**config.mk**
```make
export PLATFORM = sky130hd
export DESIGN_NAME = ipv4_rx_filter
export DESIGN_NICKNAME = d
export VERILOG_FILES = /design/src/rtl/ipv4_pkg.sv /design/src/rtl/ip_csum_acc.sv /design/src/rtl/ipv4_rx_filter.sv
export SDC_FILE = /design/constraint.sdc
export NUM_CORES = 1
export LEC_CHECK = 0
export CORE_MARGIN = 2
export CORE_UTILIZATION = 45
export CTS_CLUSTER_SIZE = 10
export DETAILED_ROUTE_END_ITERATION = 7
export PLACE_DENSITY = 0.69
export REMOVE_ABC_BUFFERS = 1
export SKIP_CTS_REPAIR_TIMING = 1
export SLEW_MARGIN = 20
export SYNTH_ARGS = -nofsm -noshare
export SYNTH_HDL_FRONTEND = slang
export SYNTH_SLANG_ARGS = --single-unit
export TNS_END_PERCENT = 20
```
**constraint.sdc**
```tcl
create_clock -name clk -period 6.9 [get_ports clk]
set_clock_uncertainty 0.1 [all_clocks]
set_input_delay 0.69 -clock clk [delete_from_list [all_inputs] [get_ports clk]]
set_output_delay 0.69 -clock clk [all_outputs]
set_load 0.005 [all_outputs]
```
**src/rtl/ipv4_pkg.sv**
```systemverilog
// IPv4 receive filter shared definitions.
// States, drop codes, header offsets and ones-complement helper.
package ipv4_pkg;

    // Parser states
    localparam logic [2:0] S_HDR     = 3'd0;
    localparam logic [2:0] S_CHECK   = 3'd1;
    localparam logic [2:0] S_PAYLOAD = 3'd2;
    localparam logic [2:0] S_PAD     = 3'd3;
    localparam logic [2:0] S_DROP    = 3'd4;

    // Drop reason codes
    localparam logic [2:0] DR_NONE    = 3'd0;
    localparam logic [2:0] DR_BAD_HDR = 3'd1;
    localparam logic [2:0] DR_TRUNC   = 3'd2;
    localparam logic [2:0] DR_BAD_LEN = 3'd3;
    localparam logic [2:0] DR_FRAG    = 3'd4;
    localparam logic [2:0] DR_PROTO   = 3'd5;
    localparam logic [2:0] DR_CSUM    = 3'd6;
    localparam logic [2:0] DR_DST     = 3'd7;

    // Header byte offsets
    localparam logic [5:0] OFF_VER_IHL = 6'd0;
    localparam logic [5:0] OFF_TLEN_HI = 6'd2;
    localparam logic [5:0] OFF_TLEN_LO = 6'd3;
    localparam logic [5:0] OFF_FLAGS   = 6'd6;
    localparam logic [5:0] OFF_FRAG_LO = 6'd7;
    localparam logic [5:0] OFF_PROTO   = 6'd9;
    localparam logic [5:0] OFF_SRC     = 6'd12;
    localparam logic [5:0] OFF_DST     = 6'd16;

    localparam int IPV4_MIN_HDR = 20;

    // Fields captured while the header streams past
    typedef struct packed {
        logic [15:0] tot_len;
        logic        mf;
        logic [12:0] frag_off;
        logic [7:0]  proto;
        logic [31:0] src_ip;
        logic [31:0] dst_ip;
    } ipv4_hdr_t;

    // 16-bit ones-complement add with end-around carry
    function automatic logic [15:0] oc_add(
        input logic [15:0] a,
        input logic [15:0] b
    );
        logic [16:0] s;
        s = {1'b0, a} + {1'b0, b};
        return s[15:0] + {15'd0, s[16]};
    endfunction

endpackage

```
**src/rtl/ip_csum_acc.sv**
```systemverilog
// Byte-serial ones-complement 16-bit accumulator.
// Even bytes land in the high half of a word, odd bytes in the low half.
module ip_csum_acc
    import ipv4_pkg::*;
(
    input  logic        clk,
    input  logic        rst,
    input  logic        clr,
    input  logic        byte_en,
    input  logic        odd,
    input  logic [7:0]  data,
    output logic [15:0] sum
);

    logic [15:0] addend;
    logic [15:0] base;

    // Position the byte in its word; clr restarts from zero
    always_comb begin
        addend = odd ? {8'h00, data} : {data, 8'h00};
        base   = clr ? 16'h0000 : sum;
    end

    // Running sum; clr together with byte_en starts a new header
    always_ff @(posedge clk) begin
        if (rst) begin
            sum <= 16'h0000;
        end else if (byte_en) begin
            sum <= oc_add(base, addend);
        end else if (clr) begin
            sum <= 16'h0000;
        end
    end

endmodule

```
**src/rtl/ipv4_rx_filter.sv**
```systemverilog
// IPv4 receive parser: header capture, checksum, filtering,
// pad stripping and payload pass-through with metadata on tuser.
module ipv4_rx_filter
    import ipv4_pkg::*;
#(
    parameter logic [31:0] TARGET_IP     = 32'hC0A80001,
    parameter logic [7:0]  PROTOCOL      = 8'd17,
    parameter bit          DST_FILTER_EN = 1'b1,
    parameter bit          ACCEPT_BCAST  = 1'b1,
    parameter bit          CHECKSUM_EN   = 1'b1,
    parameter int          IN_USER_W     = 18,
    parameter int          CNT_W         = 32
) (
    input  logic                    clk,
    input  logic                    rst,
    input  logic [7:0]              s_axis_tdata,
    input  logic                    s_axis_tvalid,
    input  logic                    s_axis_tlast,
    input  logic [IN_USER_W-1:0]    s_axis_tuser,
    output logic                    s_axis_tready,
    output logic [7:0]              m_axis_tdata,
    output logic                    m_axis_tvalid,
    output logic                    m_axis_tlast,
    output logic [IN_USER_W+79:0]   m_axis_tuser,
    input  logic                    m_axis_tready,
    output logic                    drop_valid,
    output logic [2:0]              drop_reason,
    output logic                    short_err,
    output logic [CNT_W-1:0]        stat_rx_ok,
    output logic [CNT_W-1:0]        stat_drop
);

    logic [2:0]             state;
    logic [5:0]             hdr_cnt;
    logic [3:0]             ihl;
    logic [5:0]             hdr_len;
    logic [15:0]            hdr_len16;
    logic [15:0]            pay_len;
    ipv4_hdr_t              hdr;
    logic [IN_USER_W-1:0]   in_user;
    logic [15:0]            remain;
    logic [IN_USER_W+79:0]  user_q;
    logic [15:0]            csum;

    logic       accept;
    logic       hdr_acc;
    logic       hdr_last;
    logic       byte0_bad;
    logic       dst_ok;
    logic [2:0] chk_reason;
    logic       drop_evt;
    logic [2:0] drop_code;
    logic       pay_acc;

    assign accept    = s_axis_tvalid && s_axis_tready;
    assign hdr_acc   = (state == S_HDR) && accept;
    assign pay_acc   = (state == S_PAYLOAD) && accept;
    assign hdr_len   = {ihl, 2'b00};
    assign hdr_len16 = {10'd0, hdr_len};
    assign pay_len   = hdr.tot_len - hdr_len16;
    assign hdr_last  = (hdr_cnt != 6'd0) && (hdr_cnt == hdr_len - 6'd1);
    assign byte0_bad = (s_axis_tdata[7:4] != 4'd4) || (s_axis_tdata[3:0] < 4'd5);
    assign dst_ok    = (hdr.dst_ip == TARGET_IP) ||
                       (ACCEPT_BCAST && (hdr.dst_ip == 32'hFFFF_FFFF));
    assign m_axis_tuser = user_q;

    ip_csum_acc u_csum (
        .clk     (clk),
        .rst     (rst),
        .clr     ((state == S_HDR) && (hdr_cnt == 6'd0)),
        .byte_en (hdr_acc),
        .odd     (hdr_cnt[0]),
        .data    (s_axis_tdata),
        .sum     (csum)
    );

    // Handshake steering: payload passes straight through, others sink
    always_comb begin
        s_axis_tready = 1'b0;
        m_axis_tvalid = 1'b0;
        m_axis_tdata  = 8'h00;
        m_axis_tlast  = 1'b0;
        unique case (state)
            S_HDR, S_PAD, S_DROP: s_axis_tready = 1'b1;
            S_CHECK:              s_axis_tready = 1'b0;
            S_PAYLOAD: begin
                s_axis_tready = m_axis_tready;
                m_axis_tvalid = s_axis_tvalid;
                m_axis_tdata  = s_axis_tdata;
                m_axis_tlast  = (remain == 16'd1) | s_axis_tlast;
            end
            default: ;
        endcase
    end

    // Header verdict, first failing check in priority order wins
    always_comb begin
        chk_reason = DR_NONE;
        if (hdr.tot_len <= hdr_len16) begin
            chk_reason = DR_BAD_LEN;
        end else if (hdr.mf || (hdr.frag_off != 13'd0)) begin
            chk_reason = DR_FRAG;
        end else if (hdr.proto != PROTOCOL) begin
            chk_reason = DR_PROTO;
        end else if (CHECKSUM_EN && (csum != 16'hFFFF)) begin
            chk_reason = DR_CSUM;
        end else if (DST_FILTER_EN && !dst_ok) begin
            chk_reason = DR_DST;
        end
    end

    // Drop events from header truncation, bad byte 0 or the verdict
    always_comb begin
        drop_evt  = 1'b0;
        drop_code = DR_NONE;
        if (hdr_acc) begin
            if (s_axis_tlast) begin
                drop_evt  = 1'b1;
                drop_code = DR_TRUNC;
            end else if ((hdr_cnt == 6'd0) && byte0_bad) begin
                drop_evt  = 1'b1;
                drop_code = DR_BAD_HDR;
            end
        end else if ((state == S_CHECK) && (chk_reason != DR_NONE)) begin
            drop_evt  = 1'b1;
            drop_code = chk_reason;
        end
    end

    // Capture header fields as their bytes stream past
    always_ff @(posedge clk) begin
        if (rst) begin
            ihl     <= 4'd0;
            hdr     <= '0;
            in_user <= '0;
        end else if (hdr_acc) begin
            case (hdr_cnt)
                OFF_VER_IHL: begin
                    ihl     <= s_axis_tdata[3:0];
                    in_user <= s_axis_tuser;
                end
                OFF_TLEN_HI: hdr.tot_len[15:8] <= s_axis_tdata;
                OFF_TLEN_LO: hdr.tot_len[7:0]  <= s_axis_tdata;
                OFF_FLAGS: begin
                    hdr.mf              <= s_axis_tdata[5];
                    hdr.frag_off[12:8]  <= s_axis_tdata[4:0];
                end
                OFF_FRAG_LO: hdr.frag_off[7:0] <= s_axis_tdata;
                OFF_PROTO:   hdr.proto         <= s_axis_tdata;
                OFF_SRC,
                OFF_SRC + 6'd1,
                OFF_SRC + 6'd2,
                OFF_SRC + 6'd3:
                    hdr.src_ip <= {hdr.src_ip[23:0], s_axis_tdata};
                OFF_DST,
                OFF_DST + 6'd1,
                OFF_DST + 6'd2,
                OFF_DST + 6'd3:
                    hdr.dst_ip <= {hdr.dst_ip[23:0], s_axis_tdata};
                default: ;
            endcase
        end
    end

    // Packet state machine, header byte count and payload countdown
    always_ff @(posedge clk) begin
        if (rst) begin
            state   <= S_HDR;
            hdr_cnt <= 6'd0;
            remain  <= 16'd0;
            user_q  <= '0;
        end else begin
            unique case (state)
                S_HDR: begin
                    if (accept) begin
                        if (s_axis_tlast) begin
                            hdr_cnt <= 6'd0;
                        end else if ((hdr_cnt == 6'd0) && byte0_bad) begin
                            hdr_cnt <= 6'd0;
                            state   <= S_DROP;
                        end else if (hdr_last) begin
                            hdr_cnt <= 6'd0;
                            state   <= S_CHECK;
                        end else begin
                            hdr_cnt <= hdr_cnt + 6'd1;
                        end
                    end
                end
                S_CHECK: begin
                    if (chk_reason == DR_NONE) begin
                        remain <= pay_len;
                        user_q <= {in_user, pay_len,
                                   hdr.src_ip, hdr.dst_ip};
                        state  <= S_PAYLOAD;
                    end else begin
                        state  <= S_DROP;
                    end
                end
                S_PAYLOAD: begin
                    if (accept) begin
                        remain <= remain - 16'd1;
                        if (remain == 16'd1) begin
                            state <= s_axis_tlast ? S_HDR : S_PAD;
                        end else if (s_axis_tlast) begin
                            state <= S_HDR;
                        end
                    end
                end
                S_PAD, S_DROP: begin
                    if (accept && s_axis_tlast) begin
                        state <= S_HDR;
                    end
                end
                default: state <= S_HDR;
            endcase
        end
    end

    // Event pulses and saturating statistics
    always_ff @(posedge clk) begin
        if (rst) begin
            drop_valid  <= 1'b0;
            drop_reason <= 3'd0;
            short_err   <= 1'b0;
            stat_rx_ok  <= '0;
            stat_drop   <= '0;
        end else begin
            drop_valid  <= drop_evt;
            drop_reason <= drop_evt ? drop_code : 3'd0;
            short_err   <= pay_acc && s_axis_tlast &&
                           (remain != 16'd1);
            if (drop_evt && (stat_drop != '1)) begin
                stat_drop <= stat_drop + CNT_W'(1);
            end
            if (pay_acc && m_axis_tlast && (stat_rx_ok != '1)) begin
                stat_rx_ok <= stat_rx_ok + CNT_W'(1);
            end
        end
    end

endmodule
```
**After elaboration in Yosys (flattened, before gate mapping)**

Cells that the tools add are included.

- $mul: 0
- $add $sub $neg: 8
- Div/mod/pow operators: 0
- Magnitude comparators: 2
- Reductions and logical operators: 40
- Shift-type cells: 0
- Equality and inequality tests: 34
- Mux-type cells: 37
- Bitwise operators: 2

Operators by type and width:

| kind | count |
|---|---|
| 16-bit two-way mux | 5 |
| 32-bit by 1-bit adder with 32-bit output, second input constant | 2 |
| 32-bit equality test, second input constant | 2 |
| 32-bit != test, second input constant | 2 |
| 3-bit two-way mux | 16 |
| 16-bit case mux with 2 select lines | 1 |
| 6-bit by 4-bit equality test with 1-bit output, second input constant | 5 |
| 6-bit by 5-bit equality test with 1-bit output, second input constant | 4 |
| 2-bit AND reduction | 10 |
| 6-bit two-way mux | 3 |
| 16-bit by 16-bit adder with 17-bit output | 1 |
| 16-bit by 1-bit adder with 16-bit output | 1 |
| 16-bit by 1-bit equality test with 1-bit output, second input constant | 1 |
| 16-bit by 6-bit <= comparator with 1-bit output | 1 |
| 16-bit by 1-bit != test with 1-bit output, second input constant | 1 |
| 16-bit != test, second input constant | 1 |
| 16-bit by 1-bit subtractor with 16-bit output, second input constant | 1 |
| 16-bit by 6-bit subtractor with 16-bit output | 1 |
| 1-bit logical AND | 13 |
| 13-bit nonzero test | 1 |
| 6-bit by 2-bit equality test with 1-bit output, second input constant | 2 |
| 6-bit by 3-bit equality test with 1-bit output, second input constant | 2 |
| 3-bit case mux with 4 select lines | 1 |
| 8-bit two-way mux | 1 |
| 28 further kinds | 45 |

- Latch bits: 0
- Register bits: 332
- Memories: 0
- Output and inout bits: 178
- Bits in writable memories: 0
- Word-level logic and storage cells: 143
- Bits of input ports: 31
- Bits in read-only memories: 0

**Logic depth before layout (Yosys ltp)**

- Word-level depth: 13
- Gate-level depth with buffers: 26
- Mapped depth without buffers: 24

**Cells and area by module**

From an unflattened synthesis, not the netlist that was laid out.

- Cell total of the unflattened synthesis: 1856
- Area, all modules: 15233.4 um^2

By module, submodules not included:

| module | cells an instance | area an instance (um^2) | times used | sequential area each (um^2) |
|---|---|---|---|---|
| ipv4_rx_filter | 1610 | 13275.2 | 1 | 6326.1 |
| ip_csum_acc | 246 | 1958.1 | 1 | 320.3 |

**Worst setup path before layout**

Ideal clock, no wire load.

- Kind: register to register
- From: reg hdr_cnt[0]
- To: reg u_csum.sum[15]
- Period minus slack after synthesis: 5.069 ns
- Slack: 1.831 ns
- Library setup time: 0.117 ns
- Data required time: 6.683 ns
- Arrival time: 4.852 ns
- Buffers on the path: 3
- Cell stages (with the launch flop): 27
- Path through: dfxtp_1 > clkbuf_1 > inv_1 > ha_1 > nand3b_1 > nand2b_1 > clkbuf_1 > and2_1 > ha_1 > clkbuf_2 > nand3_1 > o2111ai_1 > o2111ai_1 > a21oi_1 > o21a_1 > o21a_1 > o21ai_0 > nand2b_1 > ha_1 > nand2_1 > nor2_1 > o2111ai_1 > nor4_1 > nand3_1 > a2111oi_2 > xnor3_1 > a22o_1

- Longest elaborated chain between the ends: 6
- Elaborated cells on any way between the ends: 7
- Those cells by class: add/sub: 2; mux: 3; reduce/logical: 2

Ends and longest elaborated chain:

| item | line | RTL |
|---|---|---|
| start: declaration | ipv4_rx_filter.sv:34 | `logic [5:0] hdr_cnt;` |
| start signal: assignment | ipv4_rx_filter.sv:185 | `hdr_cnt <= hdr_cnt + 6'd1;` |
| 6-bit zero test | ipv4_rx_filter.sv:70 | `.clr ((state == S_HDR) && (hdr_cnt == 6'd0)),` |
| 1-bit logical AND | ipv4_rx_filter.sv:70 |  |
| 16-bit two-way mux | ip_csum_acc.sv:21 | `base = clr ? 16'h0000 : sum;` |
| 16-bit by 16-bit adder with 17-bit output | ipv4_pkg.sv:50 | `s = {1'b0, a} + {1'b0, b};` |
| 16-bit by 1-bit adder with 16-bit output | ipv4_pkg.sv:51 | `return s[15:0] + {15'd0, s[16]};` |
| 16-bit two-way mux * | ip_csum_acc.sv:28 | `end else if (byte_en) begin` |
| end signal: assignment | ip_csum_acc.sv:29 | `sum <= oc_add(base, addend);` |
| end: declaration | ip_csum_acc.sv:12 | `output logic [15:0] sum` |

Mark *: on every way between the ends. The rest lies on a longest branch, timed or not.
A chain may end at the register's enable or synchronous reset.

**Worst setup path after layout**

- From: reg hdr_cnt[5]
- To: reg u_csum.sum[15]

- Longest elaborated chain between the ends: 6

Ends and longest elaborated chain:

| item | line |
|---|---|
| 6-bit zero test * | ipv4_rx_filter.sv:70 |
| 1-bit logical AND * | ipv4_rx_filter.sv:70 |
| 16-bit two-way mux * | ip_csum_acc.sv:21 |
| 16-bit by 16-bit adder with 17-bit output | ipv4_pkg.sv:50 |
| 16-bit by 1-bit adder with 16-bit output | ipv4_pkg.sv:51 |
| 16-bit two-way mux * | ip_csum_acc.sv:28 |

Marked as above.

==> flow_metrics.py <==
metrics = {
    "global_routing": {
        "grt_pass1_vias": 12700,
        "use_met2_pct": 38.2,
        "track_usage_pct": 23.3,
        "grt_use_met1_pct": 31.1,
        "grt_max_degree": 199,
        "overflow": 0,
        "grt_use_met3_pct": 3.45,
        "top_usage_layer": "met2",
        "antenna_found_initial": 3,
        "grt_pass1_wl_mm": 67.6,
    },
    "worst_setup_path": {
        "worstSetupPathType": "reg2reg",
        "rrSetupSlack_ns": 0.92,
        "reg2reg_from": "hdr_cnt[5]",
        "cp.required_ns": 7.22,
        "endpoint_kind": "flop",
        "start_kind": "flop",
        "r2r_end": "u_csum.sum[15]",
        "rr_worst_depth": 22,
        "cp.arrival_ns": 6.30,
        "cp_max_fo": 17,
    },
    "detailed_routing": {
        "antenna_left": 0,
        "drt-total-wl_mm": 42.2,
        "drt-initial-drc-count": 1010,
        "drt_pre_antenna_iters": 7,
        "drc": 0,
        "num_vias": 13600,
        "drt-wirelength-per-cell_um": 16.9,
        "drt-vias-per-instance": 5.45,
    },
    "place": {
        "portBuffers": 208,
        "hpwl_mm": 28.6,
        "place_congestion": 0.908,
        "dpl_cell_area_um2": 17400,
    },
    "hold_path": {
        "hold_end": "m_axis_tuser[88]",
        "holdPathStages": 2,
        "min_from": "in_user[8]",
        "hold_path_class": "reg2reg",
    },
    "power": {
        "combinationalPowerShare_pct": 20.5,
        "power_mw": 5.02,
        "pwr-share-clk_pct": 38.7,
        "switchingPower_mw": 1.51,
        "p_seq_share_pct": 40.7,
        "p_sw_share_pct": 30.0,
        "intPower_mw": 3.51,
        "pwr_density_cell_nw_per_um2": 270,
        "peakVddDrop_mv": 0.178,
        "cellLeakagePower_nw": 6.71,
    },
    "yosys": {
        "synth_top_area_share_pct": 44.2,
        "async_flop_share_pct": 0,
        "synthTopCellsByArea": "dfxtp_1 (44%), nand2_1 (10%), a21oi_1 (7.5%), nor2_1 (5.2%), xnor2_1 (3.0%)",
        "synth_seq_area_share_pct": 44.2,
        "yosysTopAreaCell": "dfxtp_1",
        "synth_ff_type": "dfxtp_1",
        "synth_edf_count": 0,
        "syn_inst": 1891,
        "ys_ff_latch": 332,
        "yosysWarnings": 0,
        "syn_area_um2": 15000,
        "ys_types": 80,
        "synth_area_per_cell_um2": 7.96,
    },
    "clock_network": {
        "clkTransAtPathRegs_ns": 0.06,
        "cts_max_level": 2,
        "cts_buffers": 40,
        "clk_latency_ns": 0.53,
        "cts_root_buffer": "clkbuf_16",
        "numClockSinks": 332,
        "cts_tree": "yes",
        "clock_path_buffers": 3,
    },
    "cells_and_area": {
        "design_area_um2": 18600,
        "nFillCells": 3099,
        "synthToLayoutAreaGrowth_pct": 23.3,
        "nNetsFinal": 2104,
        "drive_gt1_share_pct": 4.44,
    },
    "sta": {
        "final-max-slew-violation-count": 0,
        "clock.fmax_mhz": 167,
        "final.setup.tns_ns": 0,
        "setup-violations-final": 0,
        "hold_viol": 0,
        "rsz0062_at_grt": "no",
        "tightest_slew_ns": 1.08,
        "max_slew_margin_pct": 27.8,
        "min_period_ns": 5.98,
        "fin_crit_sh_pct": 86.7,
    },
    "run_status": {
        "status": "finished clean",
    },
    "die": {
        "die_h_um": 187,
        "die-area_um2": 34900,
        "core_area_um2": 32700,
        "die_w_um": 187,
        "io_pins": 209,
        "num_rows": 66,
        "initial_utilization_pct": 46.0,
    },
    "run": {
        "maxCapViolations": 0,
    },
}
## worst max path at each step
| stage | startpoint | to | slack [ns] | cells past startpoint |
|---|---|---|---|---|
| finish | hdr_cnt[5] | u_csum.sum[15] | 0.92 | 22 |
| global placement | hdr_cnt[5] | u_csum.sum[15] | 1.28 | 22 |
| global route | hdr_cnt[5] | u_csum.sum[15] | 0.38 | 22 |
| CTS | hdr_cnt[5] | u_csum.sum[15] | 1.07 | 22 |
| detailed placement | hdr_cnt[5] | u_csum.sum[15] | 1.09 | 22 |
| floorplan | hdr_cnt[0] | u_csum.sum[15] | 1.89 | 24 |
## cells in the mapped netlist, types with 23 or more instances
cell      count
nand4_1      37
nand2_1     409
nor4_1       26
xnor2_1      52
mux2i_1      23
inv_1        29
nand3_1      44
o21ai_0      44
and3_1       29
nor2_1      208
a21oi_1     225
xor2_1       46
and2_1       31
clkbuf_1     97
dfxtp_1     332
nor3_1       35
ha_1         31
## flip-flops by register name, indices dropped and copies added, names as in the netlist, 6 cells and up
signal / cells
hdr: 102
m_axis_tuser: 98
stat_drop: 32
stat_rx_ok: 32
in_user: 18
remain: 16
u_csum.sum: 16
hdr_cnt: 6
## critical path: stages (launching register included)
cell	delay (ns)
dfxtp_1	0.40
nor3_2	0.39
nand3b_1	0.24
nand2b_1	0.48
and2_1	0.32
ha_1	0.39
a21oi_2	0.12
o2111ai_1	0.44
o2111ai_1	0.25
a21oi_1	0.26
o21a_1	0.15
o21a_1	0.11
o21ai_0	0.08
nand2b_1	0.08
ha_1	0.18
nand2_1	0.06
nor2_1	0.16
o2111ai_1	0.16
nor4_1	0.56
nand3_1	0.21
a2111oi_2	0.27
xnor3_1	0.26
a22o_1	0.20
## power by group through the flow
stage | clock network, mW | logic [mW] | registers [mW]
after floorplan | 0 | 0.630 | 2.07
after global placement | 0 | 0.999 | 2.08
after detailed placement | 0 | 1.01 | 2.08
after CTS | 1.98 | 1.02 | 2.04
after global routing | 2.06 | 1.13 | 2.05
final | 1.94 | 1.03 | 2.04
## layer usage
layer  share of wire (%)  wire length (µm)
met1                  45             19100
met2                  46             19500
met3                 5.0              2130
met4                 3.6              1530
met5                   0                 0
## cell type report
class                      count  area (µm²)  share of cell area, %
multi-input combinational   1412        7830                   42.2
sequential                   332        6650                   35.8
timing repair buffer         225        2230                   12.0
clock buffer                  48        1080                   5.83
tap                          442         553                   2.98
inverter                      29         109                  0.586
clock inverter                 4         106                  0.573
antenna                        2        5.00                 0.0270
## placed cells by master (no fill, tap or decap), types with 30 or more instances in the layout
cell type	count
nand3_1	43
ha_1	31
and2_1	30
nand2_1	408
o21ai_0	44
nor3_1	35
a21oi_1	224
nor2_1	208
xnor2_1	52
clkdlybuf4s50_1	207
clkbuf_16	41
dfxtp_1	332
xor2_1	46
nand4_1	37
## logic make-up (layout without fill, tap and decap cells)
group	after synthesis	after routing	synth area share, %
xor+xnor	99	99	5.85
simple gates	897	897	27.5
buf+inv	147	306	3.95
flops	332	332	44.2
compound gates	359	359	14.0
other cells	0	2	0
fa+ha+maj	33	33	2.84
mux	24	24	1.60
## through the flow
| step | util [%] | cells | hold slack (ns) | setup slack [ns] |
|---|---|---|---|---|
| after detailed placement | 53.1 | 2440 | 0.343 | 1.09 |
| after global placement | 53.1 | 2440 | 0.335 | 1.28 |
| after CTS | 56.7 | 2492 | 0.350 | 1.07 |
| after global routing | 56.7 | 2493 | 0.370 | 0.377 |
| final | 56.8 | 2494 | 0.348 | 0.915 |
| after floorplan | - | 1773 | 0.325 | 1.89 |
Note: power is estimated with default switching activity, not from simulation.
